File: src/rtl/conv_seq_ctrl.sv
// conv_seq_ctrl: frame sequencer for a 5-tap signed convolution datapath.
// Build option: define CONV_RELU_EN to clamp negative results to zero at capture.
module conv_seq_ctrl #(
  parameter  int DW       = 8,
  parameter  int OW       = 19,
  parameter  int NUM_FILT = 4,
  parameter  int SEQ_LEN  = 16,
  localparam int AW       = $clog2(NUM_FILT*5),
  localparam int FW       = (NUM_FILT > 1) ? $clog2(NUM_FILT) : 1,
  localparam int PW       = $clog2(SEQ_LEN)
) (
  input  logic                 clk,
  input  logic                 rst_n,
  input  logic                 start,
  output logic                 busy,
  output logic                 done,
  input  logic                 wt_we,
  input  logic [AW-1:0]        wt_addr,
  input  logic signed [DW-1:0] wt_data,
  input  logic                 s_valid,
  output logic                 s_ready,
  input  logic signed [DW-1:0] s_data,
  output logic                 conv_en,
  output logic signed [DW-1:0] conv_x1,
  output logic signed [DW-1:0] conv_x2,
  output logic signed [DW-1:0] conv_x3,
  output logic signed [DW-1:0] conv_x4,
  output logic signed [DW-1:0] conv_x5,
  output logic signed [DW-1:0] conv_w1,
  output logic signed [DW-1:0] conv_w2,
  output logic signed [DW-1:0] conv_w3,
  output logic signed [DW-1:0] conv_w4,
  output logic signed [DW-1:0] conv_w5,
  input  logic signed [OW-1:0] conv_out,
  output logic                 m_valid,
  input  logic                 m_ready,
  output logic signed [OW-1:0] m_data,
  output logic [FW-1:0]        m_filt,
  output logic [PW-1:0]        m_pos
);

  typedef enum logic [2:0] {IDLE, FILL, COMPUTE, OUTPUT, SHIFT, DONE} state_t;

  localparam int              NW        = NUM_FILT * 5;
  localparam logic [AW:0]     NW_L      = (AW+1)'(NW);
  localparam logic [FW-1:0]   LAST_FILT = FW'(NUM_FILT - 1);
  localparam logic [PW-1:0]   LAST_POS  = PW'(SEQ_LEN - 5);

  state_t               state;
  logic signed [DW-1:0] win  [5];
  logic signed [DW-1:0] bank [NW];
  logic [2:0]           fill_cnt;
  logic [FW-1:0]        filt;
  logic [PW-1:0]        pos;
  logic [AW-1:0]        wbase;
  logic signed [OW-1:0] cap;
  logic                 s_fire;

  assign s_fire = s_valid & s_ready;

  // win[0] is the oldest sample, win[4] the newest.
  assign conv_x1 = win[0];
  assign conv_x2 = win[1];
  assign conv_x3 = win[2];
  assign conv_x4 = win[3];
  assign conv_x5 = win[4];

  assign wbase   = AW'(int'(filt) * 5);
  assign conv_w1 = bank[wbase];
  assign conv_w2 = bank[wbase + AW'(1)];
  assign conv_w3 = bank[wbase + AW'(2)];
  assign conv_w4 = bank[wbase + AW'(3)];
  assign conv_w5 = bank[wbase + AW'(4)];

  // NOTE: every always_comb output gets a value on every path so no latch is inferred.
  always_comb begin
    cap = conv_out;
`ifdef CONV_RELU_EN
    if (conv_out[OW-1]) cap = '0;
`endif
  end

  // NOTE: all state below is updated with non-blocking assignments so every
  // register samples pre-edge values regardless of statement order.
  always_ff @(posedge clk or negedge rst_n) begin
    if (!rst_n) begin
      state    <= IDLE;
      busy     <= 1'b0;
      done     <= 1'b0;
      s_ready  <= 1'b0;
      conv_en  <= 1'b0;
      m_valid  <= 1'b0;
      m_data   <= '0;
      m_filt   <= '0;
      m_pos    <= '0;
      fill_cnt <= '0;
      filt     <= '0;
      pos      <= '0;
      for (int i = 0; i < 5; i++) win[i] <= '0;
      // NOTE: the weight bank is built from flops and cleared on reset; weights
      // must be reloaded after any reset, so it cannot be mapped to a RAM.
      for (int i = 0; i < NW; i++) bank[i] <= '0;
    end else begin
      done <= 1'b0;

      if (s_fire) begin
        for (int i = 0; i < 4; i++) win[i] <= win[i+1];
        win[4] <= s_data;
      end

      case (state)
        IDLE: begin
          if (wt_we && ({1'b0, wt_addr} < NW_L)) bank[wt_addr] <= wt_data;
          if (start) begin
            state    <= FILL;
            busy     <= 1'b1;
            s_ready  <= 1'b1;
            fill_cnt <= '0;
            pos      <= '0;
            filt     <= '0;
          end
        end

        FILL: begin
          if (s_fire) begin
            fill_cnt <= fill_cnt + 3'd1;
            if (fill_cnt == 3'd4) begin
              s_ready <= 1'b0;
              conv_en <= 1'b1;
              state   <= COMPUTE;
            end
          end
        end

        COMPUTE: begin
          m_data  <= cap;
          m_filt  <= filt;
          m_pos   <= pos;
          m_valid <= 1'b1;
          conv_en <= 1'b0;
          state   <= OUTPUT;
        end

        OUTPUT: begin
          if (m_ready) begin
            m_valid <= 1'b0;
            if (filt < LAST_FILT) begin
              filt    <= filt + FW'(1);
              conv_en <= 1'b1;
              state   <= COMPUTE;
            end else if (pos == LAST_POS) begin
              done  <= 1'b1;
              state <= DONE;
            end else begin
              filt    <= '0;
              s_ready <= 1'b1;
              state   <= SHIFT;
            end
          end
        end

        SHIFT: begin
          if (s_fire) begin
            pos     <= pos + PW'(1);
            s_ready <= 1'b0;
            conv_en <= 1'b1;
            state   <= COMPUTE;
          end
        end

        DONE: begin
          busy  <= 1'b0;
          state <= IDLE;
        end

        default: state <= IDLE;
      endcase
    end
  end

endmodule

File: config.mk
export PLATFORM = sky130hd
export DESIGN_NAME = conv_seq_ctrl
export DESIGN_NICKNAME = d
export VERILOG_FILES = /design/src/rtl/conv_seq_ctrl.sv
export SDC_FILE = /design/constraint.sdc
export NUM_CORES = 1
export LEC_CHECK = 0
export BUFFER_PORTS_ARGS = -buffer_cell sky130_fd_sc_hd__buf_4
export CORE_MARGIN = 10
export CORE_UTILIZATION = 55
export DETAILED_ROUTE_END_ITERATION = 12
export PLACE_DENSITY = 0.75
export SYNTH_ARGS = -nofsm -noshare
export SYNTH_HDL_FRONTEND = slang
export SYNTH_SLANG_ARGS = --single-unit
File: constraint.sdc
create_clock -name clk -period 7 [get_ports clk]
set_input_delay 0.35 -clock clk [delete_from_list [all_inputs] [get_ports clk]]
set_output_delay 0.35 -clock clk [all_outputs]
set_load 0.005 [all_outputs]
==> impl_metrics.tcl, run 1 <==
set metrics [dict create \
    outcome "finished clean" \
    syn_nets 1136 \
    detail-route-antenna-nets 0 \
    post_cts.repair.setup_buffers 0 \
    powerDensity_nw_per_um2 385.5 \
    drt_wl_total_um 38320 \
    hold_ws_ps 29.80 \
    dpl.cell_count 1493 \
    cts_buffer_depth 3 \
    holdPathEnd "conv_x5[4]" \
    async_reset_ff_share_pct 100.0 \
    grt_pass1_vias 10380 \
    grt_pass1_wl_um 60560 \
    root_buffer "clkbuf_16" \
    antenna_found_initial 1 \
    place.gp.congestion 0.9171 \
    slew_viol_final 0 \
    cp.required_ps 6650 \
    die-area_um2 31370 \
    initial_core_util_pct 55.82 \
    max_freq_mhz 201.1 \
    power_mw 6.101 \
    r2r-start "filt[0]" \
    reg2reg_slack_ps 3090 \
    wl_per_cell_um 24.74 \
    seq_area_frac_synth_pct 44.61 \
    cts_buffers 27 \
    arrival_ps 4620 \
    cts.clk_slew.worst_paths_ps 60 \
    drc 0 \
    endpoint_kind "output pin" \
    synth_area_leaders "dfrtp_1 45%, mux2_2 16%, mux4_2 12%" \
    core_um2 24320 \
    grt_usage_pct 24.47 \
    final_cells 1549 \
    vias 9934 \
    min_from "s_data[4]" \
    hold_depth 3 \
    ys.warnings.count 0 \
    fp.dieH_um 177.1 \
    grt_setup_unrepaired "false" \
    clock-sinks 242 \
    drt_iter0_drc 1008 \
    synth_flop_cell "dfrtp_1" \
    drv_cap 0 \
    period_needed_ps 4973 \
    first_pass_iters 5 \
    synthDistinctLibCells 45 \
    critPathMaxFanout 37 \
    yosysTopAreaCell "dfrtp_1" \
    skew_ps 9.803 \
    fin_nets 1258 \
    synth_area_um2 13580 \
    worst_slew_pin_slew_ps 1109 \
    synthToLayoutAreaGrowth_pct 16.58 \
    worst_skew_pair.late_latency_ps 540 \
    ir_drop_uv 350.0 \
    ff2ff_path_depth 7 \
    synth_seq_cells 242 \
    post-route-period-util_pct 71.04 \
    portBuffers 155 \
    ios 156 \
    postLayoutCoreUtil_pct 65.08 \
    syn_avg_cell_area_um2 12.52 \
    synth_cells 1084 \
    reg2reg_to "state[1]" \
    avgViaCountPerCell 6.413 \
    htree_levels 1 \
    final_common_cell "dfrtp_1" \
    drive_gt1_share_pct 39.71 \
    yosysTopAreaCellShare_pct 44.61 \
    finalSetupTns_ps 0 \
    final_cell_mix "240 x dfrtp_1, 194 x mux2_2, 177 x nand2_1" \
    hold_violations 0 \
    start_kind "register" \
    critPathKind "reg -> out" \
    grt.overflow.total 0 \
    synth_edf_count 0 \
    grt_max_degree 87 \
    hpwl_um 25930 \
    min_path_type "in -> reg" \
    maxSlewHeadroom_pct 25.50 \
    p_leak_nw 7.415 \
    final-setup-viol-count 0 \
    die_w_um 177.1 \
    num_rows 57 \
    fill_cells 1833 \
    cts_tree "done" \
]
sequential cells by signal (all words and copies together) (netlist names):
name and cells:
s_ready 1, pos 4, done 1, m_data 19, filt 2, conv_x5 8
state 3, busy 1, m_filt 2, fill_cnt 3, conv_x3 8, conv_x2 8
conv_en 1, conv_x4 8, conv_x1 8, m_valid 1, m_pos 4, bank 160
critical path, cell delays in order, from the launching register on:
cell	delay [ps]
dfrtp_4	820
buf_4	590
ha_1	810
nand2b_1	510
nor2_1	770
a22oi_1	160
o31ai_1	200
buf_4	210
area by class of cell:
class	count	area, um2	share of cell area [%]
Sequential cell	242	6063	38.31
Clock buffer	37	763.2	4.823
Inverter	11	41.29	0.2609
Multi-Input combinational cell	751	7071	44.68
Clock inverter	10	153.9	0.9724
Antenna cell	1	2.502	0.01581
Timing Repair Buffer	173	1326	8.380
Tap cell	324	405.4	2.561
power breakdown:
part / leakage [nW] / switching (mW) / internal (mW) / total, mW
logic: 3.74 / 1.20 / 1.24 / 2.44
registers: 3.22 / 0.431 / 1.75 / 2.18
clock network: 0.455 / 0.577 / 0.904 / 1.48
total: 7.41 / 2.21 / 3.89 / 6.10
logic make-up (layout without fill, tap and decap cells):
family	Yosys count	count (layout)	share of synthesized area [%]
buffers and inverters	91	231	3.392
muxes	365	365	37.25
and+or+nand+nor	269	269	8.627
DFF	242	242	44.61
other	0	1	0
xor gates and xnor gates	3	3	0.1936
AOI/OAI and AO/OA	108	108	5.373
adders and majority gates	6	6	0.5530
stage by stage:
step	setup WS (ps)	cell area (um2)
after CTS	2151	15820
final	2027	15830
after global placement	2819	14830
after floorplan	3782	13580
after detailed placement	2765	14830
after global routing	1791	15820
per-layer routing:
layer  part of all wire [%]  GRT usage, %  wire (um)  vias up
li1                       -             -          -     4296
met1                     38         30.45      14680     5054
met2                     48         39.50      18360      489
met3                     10         7.723       3923       95
met4                    3.6         8.651       1366        0
met5                      0             0          0        -
how the worst max path moves through the flow:
stage / startpoint / end / slack [ps] / depth (start not counted)
after global routing: filt[0] / conv_w2[5] / 1790 / 7
final: filt[0] / conv_w2[5] / 2030 / 7
after global placement: filt[0] / conv_w2[7] / 2820 / 7
after CTS: filt[0] / conv_w2[7] / 2150 / 7
after floorplan: filt[1] / conv_w2[3] / 3780 / 13
after detailed placement: filt[0] / conv_w2[7] / 2770 / 7
cells in the mapped netlist (all sizes together), types with 6 or more instances:
master,count
a22o,18
clkbuf,43
nor2,21
nor3,27
mux4,88
nand2b,6
ha,6
inv,10
buf,37
or3,9
nor2b,9
o22ai,17
o21ai,35
a22oi,16
dfrtp,242
nand2,177
mux2i,83
o221ai,8
mux2,194
timing repair:
action,4_1_cts,5_1_grt
endpoints found under the hold margin,91,0
resized for setup,0,0
hold buffers,8,0
No activity file was read; power rests on OpenSTA's default activity.
==> inputs of run 2 (changes only) <==
==> constraint.sdc (replaced) <==
create_clock -name clk -period 5.2 [get_ports clk]
set_input_delay 0.26 -clock clk [delete_from_list [all_inputs] [get_ports clk]]
set_output_delay 0.26 -clock clk [all_outputs]
set_load 0.005 [all_outputs]
==> impl_metrics.tcl, run 2 (synthesis results as in run 1) <==
set metrics [dict create \
    wl_per_cell_um 24.52 \
    skew_ps 7.592 \
    start_kind "register" \
    drt_wl_total_um 38550 \
    period_needed_ps 4217 \
    vias 10020 \
    use_met2_pct 38.71 \
    slew_viol_final 0 \
    ir_drop_uv 385.2 \
    antennaDiodeCount 0 \
    endpoint_kind "output pin" \
    num_rows 57 \
    die_w_um 177.1 \
    critPathTopFamily "adder cells" \
    ios 156 \
    drc 0 \
    final-setup-viol-count 0 \
    portBuffers 155 \
    grt_usage_pct 24.26 \
    power_mw 8.373 \
    cts_buffer_depth 3 \
    finalSetupTns_ps 0 \
    final_common_cell "dfrtp_1" \
    crit_chain "ha_2 > nand2b_1 > nor2_1 > a22oi_1 > o31ai_1 > buf_4" \
    fin_nets 1280 \
    worst_skew_pair.late_latency_ps 560 \
    powerDensity_nw_per_um2 518.7 \
    cts_tree "done" \
    final_cell_mix "240 x dfrtp_1, 194 x mux2_2, 177 x nand2_1" \
    synthToLayoutAreaGrowth_pct 18.90 \
    largest_register_ffs 160 \
    first_pass_iters 5 \
    core_um2 24320 \
    worst_slew_pin_slew_ps 1042 \
    drt_iter0_drc 826 \
    grt.overflow.total 0 \
    postLayoutCoreUtil_pct 66.37 \
    die-area_um2 31370 \
    cts_buffers 27 \
    cts.clk_slew.worst_paths_ps 60 \
    grt_pass1_vias 10400 \
    max_freq_mhz 237.1 \
    drive_gt1_share_pct 39.42 \
    drv_cap 0 \
    fill_cells 1827 \
    setup_slack_ps 982.9 \
    worst-path-buf-inv 1 \
    top_usage_layer "met2" \
    place_ws_ps 1672 \
    post-route-period-util_pct 81.10 \
    clock-sinks 242 \
    hpwl_um 25540 \
    place.gp.congestion 0.9320 \
    critPathKind "reg -> out" \
    p_leak_nw 7.553 \
    hold_violations 0 \
    detail-route-antenna-nets 0 \
    globalRouteMet3Util_pct 6.955 \
    grt_setup_unrepaired "false" \
    cp.required_ps 4940 \
    htree_levels 1 \
    root_buffer "clkbuf_16" \
    avgViaCountPerCell 6.375 \
    outcome "finished clean" \
    met1_usage_pct 30.70 \
    critPathMaxFanout 49 \
    grt_max_degree 125 \
    maxSlewHeadroom_pct 30.01 \
    grt_pass1_wl_um 59960 \
    crit_slowest_cell "ha_2" \
    top_regs "bank (160), m_data (19)" \
    largest_register "bank" \
    initial_core_util_pct 55.82 \
    min_path_type "in -> reg" \
    antenna_found_initial 0 \
    arrival_ps 3960 \
    cp_slowest_stage_delay_ps 1000 \
    cts_resized 0 \
    fp.dieH_um 177.1 \
]
run 2: cell types whose count changed in the layout (fill, tap and decap cells not counted), sizes merged:
cell,previous run,this run
inv,11,12
clkinvlp,0,1
clkbuf,37,33
dlygate4sd3,8,29
bufinv,4,6
clkinv,6,8
diode,1,0
buf,165,166
run 2: power breakdown:
group	switching, mW	internal, mW	leakage, nW
clock network	0.818	1.31	0.492
registers	0.573	2.36	3.22
logic	1.63	1.68	3.84
total	3.02	5.36	7.55
run 2: worst paths after layout:
kind | from | endpoint | cells past startpoint | slack [ps]
setup / recovery | filt[1] | conv_w2[5] | 6 | 980
hold / removal | start | state[0] | 3 | 50
setup reg to reg | filt[0] | filt[1] | 5 | 2470
hold reg to reg | conv_x1[6] | conv_x1[6] | 2 | 480
max in group asynchronous | rst_n | filt[0] | 3 | 3590
min in group asynchronous | rst_n | bank[8] | 2 | 360
run 2: cell type report:
cell class / count / area, um2 / area share (%)
Clock buffer: 33 / 738.2 / 4.573
Clock inverter: 16 / 254.0 / 1.574
Inverter: 11 / 41.29 / 0.2558
Multi-Input combinational cell: 751 / 7071 / 43.80
Sequential cell: 242 / 6063 / 37.56
Tap cell: 324 / 405.4 / 2.511
Timing Repair Buffer: 195 / 1569 / 9.720
run 2: stage by stage:
step	hold slack (ps)	area [um2]	std cells
floorplan	-35.59	13580	1084
global placement	414.4	14860	1494
detailed placement	406.7	14860	1494
CTS	41.19	16140	1572
global route	67.75	16140	1572
finish	53.14	16140	1572
run 2: routing by layer:
layer,vias up,share of wire (%)
li1,4333,-
met1,5107,39
met2,472,47
met3,109,10
met4,0,4.0
met5,-,0
run 2: worst reg2reg max path, delay by kind of cell (launching register included):
| family | cells | cell delay (ps) |
|---|---|---|
| AND/OR/NAND/NOR | 1 | 130 |
| buffers and inverters | 2 | 770 |
| adder cells (fa/ha/maj) | 1 | 720 |
| flip-flops | 1 | 800 |
| AO/OA/AOI/OAI | 1 | 200 |
run 2: timing repair:
action	in CTS	in global routing
buffers inserted	0	0
hold endpoints to repair	152	0
hold buffers	29	0
